$ cat src/rtl/stack_controller.sv
// ==== stack_controller: request sequencer for the register-file stack datapath ====
// Rev 1.0 -- optional PEEK operation enabled by defining STACK_CTRL_PEEK_EN
`default_nettype none

module stack_controller #(
  parameter int DEPTH = 8,
  parameter int SIZE  = 6
) (
  input  logic                     clk,
  input  logic                     reset,
  input  logic                     push_req,
  input  logic                     pop_req,
`ifdef STACK_CTRL_PEEK_EN
  input  logic                     peek_req,
`endif
  input  logic                     clear_err,
  input  logic                     zero,
  input  logic                     msb,
  input  logic [SIZE-1:0]          stack_top,
  output logic                     push,
  output logic                     pop,
  output logic [SIZE-1:0]          pop_data,
  output logic                     ack,
  output logic                     err,
  output logic                     overflow,
  output logic                     underflow,
  output logic                     busy,
  output logic [$clog2(DEPTH):0]   count
);

  localparam int            CW     = $clog2(DEPTH) + 1;
  localparam logic [CW-1:0] C_FULL = CW'(DEPTH);

  typedef enum logic [2:0] {
    S_IDLE = 3'd0,
    S_PUSH = 3'd1,
    S_POP  = 3'd2,
    S_ACK  = 3'd3,
    S_ERR  = 3'd4
`ifdef STACK_CTRL_PEEK_EN
    , S_PEEK = 3'd5
`endif
  } state_t;

  state_t          state_q;
  logic            push_q, pop_q, ack_q, err_q, ovf_q, unf_q, busy_q;
  logic [SIZE-1:0] pop_data_q;
  logic [CW-1:0]   count_q;

  always_ff @(posedge clk) begin
    if (reset) begin
      state_q    <= S_IDLE;
      push_q     <= 1'b0;
      pop_q      <= 1'b0;
      ack_q      <= 1'b0;
      err_q      <= 1'b0;
      ovf_q      <= 1'b0;
      unf_q      <= 1'b0;
      busy_q     <= 1'b0;
      pop_data_q <= '0;
      count_q    <= '0;
    end else begin
      push_q <= 1'b0;
      pop_q  <= 1'b0;
      ack_q  <= 1'b0;
      err_q  <= 1'b0;
      // Clear first so an error raised in the same cycle overrides it below.
      if (clear_err) begin
        ovf_q <= 1'b0;
        unf_q <= 1'b0;
      end
      case (state_q)
        S_IDLE: begin
          if (push_req) begin
            busy_q <= 1'b1;
            if (msb) begin
              state_q <= S_ERR;
              ovf_q   <= 1'b1;
              ack_q   <= 1'b1;
              err_q   <= 1'b1;
            end else begin
              state_q <= S_PUSH;
              push_q  <= 1'b1;
            end
          end else if (pop_req) begin
            busy_q <= 1'b1;
            if (zero) begin
              state_q <= S_ERR;
              unf_q   <= 1'b1;
              ack_q   <= 1'b1;
              err_q   <= 1'b1;
            end else begin
              state_q <= S_POP;
              pop_q   <= 1'b1;
            end
          end
`ifdef STACK_CTRL_PEEK_EN
          else if (peek_req) begin
            busy_q <= 1'b1;
            if (zero) begin
              state_q <= S_ERR;
              unf_q   <= 1'b1;
              ack_q   <= 1'b1;
              err_q   <= 1'b1;
            end else begin
              state_q <= S_PEEK;
            end
          end
`endif
        end
        S_PUSH: begin
          if (count_q != C_FULL) count_q <= count_q + CW'(1);
          ack_q   <= 1'b1;
          state_q <= S_ACK;
        end
        S_POP: begin
          pop_data_q <= stack_top;
          if (count_q != '0) count_q <= count_q - CW'(1);
          ack_q   <= 1'b1;
          state_q <= S_ACK;
        end
`ifdef STACK_CTRL_PEEK_EN
        S_PEEK: begin
          pop_data_q <= stack_top;
          ack_q      <= 1'b1;
          state_q    <= S_ACK;
        end
`endif
        default: begin
          state_q <= S_IDLE;
          busy_q  <= 1'b0;
        end
      endcase
    end
  end

  assign push      = push_q;
  assign pop       = pop_q;
  assign pop_data  = pop_data_q;
  assign ack       = ack_q;
  assign err       = err_q;
  assign overflow  = ovf_q;
  assign underflow = unf_q;
  assign busy      = busy_q;
  assign count     = count_q;

endmodule

`default_nettype wire

$ cat config.mk
export PLATFORM = sky130hd
export DESIGN_NAME = stack_controller
export DESIGN_NICKNAME = d
export VERILOG_FILES = /design/src/rtl/stack_controller.sv
export SDC_FILE = /design/constraint.sdc
export NUM_CORES = 1
export LEC_CHECK = 0
export CORE_MARGIN = 4
export CORE_UTILIZATION = 38
export CTS_CLUSTER_DIAMETER = 60
export DETAILED_ROUTE_END_ITERATION = 8
export GPL_TIMING_DRIVEN = 1
export HOLD_SLACK_MARGIN = 0.15
export MAX_ROUTING_LAYER = met4
export PLACE_DENSITY = 0.81
export SETUP_SLACK_MARGIN = 0.1
export SYNTH_ARGS = -nofsm -noshare
export SYNTH_HDL_FRONTEND = slang
export SYNTH_SLANG_ARGS = --single-unit
export TNS_END_PERCENT = 20
$ cat constraint.sdc
create_clock -name clk -period 2.4 [get_ports clk]
set_clock_uncertainty 0.15 [all_clocks]
set_input_delay 0.48 -clock clk [delete_from_list [all_inputs] [get_ports clk]]
set_output_delay 0.48 -clock clk [all_outputs]
set_load 0.005 [all_outputs]
# --- Word level (Yosys, flattened, before mapping) ---
# Index checks and enable logic that the tools add are counted.
totals:
  regBits: 20
  input_bits: 13
  output_inout_bits: 17
  elab_cells: 58
op_classes:
  add_sub_neg: 2
  n_eq_ne: 6
  mux: 27
  bitwise: 4
  reduce_logical: 9
op_table:
  columns: ["cell", "n"]
  rows:
  - ["$mux W1", 17]
  - ["$mux W3", 4]
  - ["$mux W4", 2]
  - ["$pmux W4 S2", 1]
  - ["$pmux W3 S2", 1]
  - ["$add A4 B1 Y4 const B", 1]
  - ["$ne A2 B2 Y1 const B", 2]
  - ["$ne A4 B4 Y1 const B", 1]
  - ["$not A1 Y1", 4]
  - ["$pmux W1 S2", 2]
  - ["$reduce_bool A4 Y1", 1]
  - ["$reduce_or A2 Y1", 2]
  - ["$reduce_or A4 Y1", 1]
  - ["$sub A4 B1 Y4 const B", 1]
  - ["$eq A3 B1 Y1 const B", 1]
  - ["$eq A3 B2 Y1 const B", 1]
  - ["$logic_not A3 Y1", 1]
  - ["$ne A3 B3 Y1 const B", 1]
  - ["$reduce_and A3 Y1", 1]
  - ["$reduce_or A3 Y1", 1]
  - ["$reduce_and A2 Y1", 1]
  - ["$reduce_bool A2 Y1", 1]

# --- Logic depth before layout (Yosys ltp) ---
depth:
  depth_word: 5
  depth_mapped: 7
  ltp_nobuf: 6

# --- Worst setup path after synthesis ---
# No wires, ideal clock.
synth_timing:
  kind: "register to register"
  from: "register state_q[1]"
  to: "register count_q[2] (netlist: count[2])"
  setup_time_ns: 0.123
  arrival_ns: 1.977
  required_time_ns: 2.127
  setup_slack_ns: 0.150
  path_stages_with_launch: 8
  period_less_slack_ns: 2.250
  path_cell_list: "dfxtp_1 -> or3b_1 -> buf_6 -> xnor2_1 -> ha_1 -> or3_1 -> a21oi_2 -> mux2_1"
synth_via:
  elab_chain_cells: 3
  word_cells_on_any_way: 7
synth_rtl:
  columns: ["element", "line_no", "text"]
  rows:
  - ["from (decl)", "45", "state_t state_q;"]
  - ["from (signal assigned)", "52", "state_q <= S_IDLE;"]
  - ["from (signal assigned)", "77", "state_q <= S_ERR;"]
  - ["from (signal assigned)", "82", "state_q <= S_PUSH;"]
  - ["$eq A3 B2 Y1 or $eq A3 B1 Y1 (tied branches)", "72", "case (state_q)"]
  - ["$ne A2 B2 Y1 (no line) or $reduce_bool A2 Y1 (tied branches)", null, null]
  - ["$reduce_and A3 Y1 (no line)", null, null]
  - ["to (signal assigned)", "112", "if (count_q != C_FULL) count_q <= count_q + CW'(1);"]
  - ["to (signal assigned)", "118", "if (count_q != '0) count_q <= count_q - CW'(1);"]
  - ["to (decl)", "48", "logic [CW-1:0] count_q;"]
# Several ways; a longest one is shown, not always the timed one.
# A chain may end at the register's enable or synchronous reset.

# --- Worst setup path in the final report ---
# Same ends and word-level chain as after synthesis.

==> qor.yml <==
run_status: "finished clean"
muxShareOfSynthArea_pct: 2.73
leakagePower_nw: 0.447
clockBufferDepth: 2
ff2ff_setup_slack_ns: 0.19
synth_edf_count: 0
path_max_fanout: 6
slowest_delay_ns: 0.40
yosys_warnings: 0
fp.dieH_um: 54.6
cts_max_level: 1
setup_viol: 0
wl_per_cell_um: 12.2
synthArstFlopShare_pct: 0
numCtsBuffers: 3
cts_root_buf: "clkbuf_4"
place_congestion: 0.846
vdd_drop_max_mv: 0.567
swShare_pct: 31.7
setup_ws_ns: 0.187
crit_required_ns: 2.45
grt-ovfl-total: 0
tightest_slew_ns: 0.620
worstHoldEndpoint: "pop_data[3]"
total_power_mw: 1.22
synth_nets: 105
fin_crit_sh_pct: 92.2
synth_fa_ha_area_share_pct: 1.52
holdPathStages: 2
grt_pass1_vias: 757
grt_pass1_wl_um: 3060
die_w_um: 54.6
synth.distinct_cells: 30
synth_cells: 91
period_minus_slack_ns: 2.21
hold_class: "reg -> reg"
grt_use_total_pct: 14.7
drcViolationCount: 0
path_delay_family: "simple AND/OR/NAND/NOR gates"
critPathLaunchType: "register"
stdcell_count: 152
min_from: "pop_data[3]"
rsz0062_at_grt: "no"
grt_antenna_before_repair: 0
power_frac_comb_pct: 38.8
syn_area_um2: 825
area_growth_pct: 46.3
ant_nets: 0
antennaDiodeCount: 0
fin_tns_setup_ns: 0
r2r_cells: 6
cts_num_sinks: 20
synth_seq_cells: 20
dieArea_um2: 2980
dp_cells: 148
nets: 140
r2r-end: "count[2]"
slowest_stage: "or3b_1"
clk-insertion-delay-late_ns: 0.30
path_clk_slew_ns: 0.12
cp-end-kind: "register"
io_buffers: 29
post_cts_buffers: 0
crit_type: "reg -> reg"
p_clk_share_pct: 22.4
place_ws_ns: 0.136
avgSynthCellArea_um2: 9.06
hpwl_um: 1420
p_per_area_nw_per_um2: 1010
max_freq_mhz: 452
boundaryPins: 30
vias: 761
via_per_inst: 5.01
slew_headroom_pct: 58.3
final_hold_viol_count: 0
synth-main-ff-cell: "dfxtp_1"
dr.pass1.iters: 4
design.core.area_um2: 2000
drv_slew: 0
power.net_switching_mw: 0.387
seqPwrFrac_pct: 38.7
drive_gt1_share_pct: 10.4
cts_tree: "yes"
crit_arrival_ns: 2.26
synth_compound_area_share_pct: 14.9
start_util_pct: 41.2
p_int_mw: 0.835
synthSimpleGateAreaFrac_pct: 24.9
drtIter0Drc: 9
r2r_start: "state_q[1]"
grt_start_max_net_pins: 13
wirelength_um: 1850
drv_cap: 0
cp_cell_sequence: "or3b_1 > xnor2_1 > ha_1 > or3_1 > a21oi_2 > mux2_1"
row_count: 16
fillCellCount: 189
cp_num_buf_inv: 0
ys_seq_area_share_pct: 48.6
synth_top_family_by_area: "simple AND/OR/NAND/NOR gates"
synth_xor_area_share_pct: 4.25
-- worst max-delay path by stage --
stage                          end  slack (ns)        from  cells after the start
after global routing      count[2]        0.12  state_q[1]                      6
after global placement    count[2]        0.22  state_q[1]                      6
after detailed placement  count[2]        0.14  state_q[1]                      6
after floorplan           count[2]        0.15  state_q[1]                      7
final                     count[2]        0.19  state_q[1]                      6
after CTS                 count[2]        0.12  state_q[1]                      6
-- worst min-delay path: stages (launching register included) --
cell and delay, ns:
dfxtp_1 0.33, nand2_1 0.05, a21oi_1 0.05
-- cell families after synthesis --
logic type                 after synthesis
xor gates and xnor gates                 4
adders and majority gates                1
AOI/OAI and AO/OA                       19
DFF                                     20
buffers and inverters                    3
and+or+nand+nor                         42
muxes                                    2
-- cell type report --
class	instances	area, um2	area share [%]
clock buffer	3	22.5	1.87
clock inverter	1	30.0	2.49
multi-input combinational	68	398	33.0
sequential	20	402	33.3
tap	27	33.8	2.80
timing repair buffer	33	320	26.6
-- flip-flops by register name (all words and copies together), names as in the netlist --
register,count
ack,1
busy,1
count,4
err,1
overflow,1
pop,1
pop_data,6
push,1
state_q,3
underflow,1
-- power by group through the flow --
stage               registers [mW]  clock network, mW  logic [mW]
floorplan                    0.481                  0       0.273
global placement             0.476                  0       0.466
detailed placement           0.481                  0       0.477
CTS                          0.473              0.280       0.480
global route                 0.484              0.293       0.529
finish                       0.473              0.274       0.475
-- layout by cell type, fill, tap and decap left out, types with 2 or more instances in the layout --
| cell | instances |
|---|---|
| a21oi_1 | 9 |
| a32o_1 | 2 |
| buf_4 | 4 |
| clkbuf_4 | 3 |
| clkdlybuf4s50_1 | 29 |
| dfxtp_1 | 19 |
| mux2_1 | 2 |
| nand2_1 | 18 |
| nor2_1 | 9 |
| nor2b_1 | 2 |
| nor3_1 | 3 |
| o21ai_0 | 2 |
| xnor2_1 | 3 |
-- per-layer routing --
metal  up-vias  track usage, %  share of wire, %
met5         -               -                 0
met4         0            6.22              0.27
met3         2            3.00               6.3
met2        21            25.8                52
met1       350            15.8                41
li1        388               -                 -
-- synth_stat cells (2+ instances only) --
cell type  count  area, um2
xnor2_1        3       26.3
a32o_1         2       20.0
nor2_1         9       33.8
a21oi_1        9       45.0
o21ai_0        2       10.0
nand2_1       18       67.6
mux2_1         2       22.5
buf_6          2       22.5
nor2b_1        2       12.5
dfxtp_1       20        400
nor3_1         3       15.0
-- timing repair --
| item | in CTS | in global routing |
|---|---|---|
| gates resized for setup | 0 | 1 |
| hold buffers | 0 | 0 |
| setup endpoints to repair | 0 | 1 |
-- metrics by stage --
stage          hold slack (ns)  area (um2)  util (%)
2_1_floorplan            0.303         825         -
3_3_place_gp             0.290        1150      57.6
3_5_place_dp             0.296        1150      57.6
4_1_cts                  0.313        1200      60.2
5_1_grt                  0.345        1210      60.3
6_report                 0.312        1210      60.3
Power figures use the tool's default switching activity.
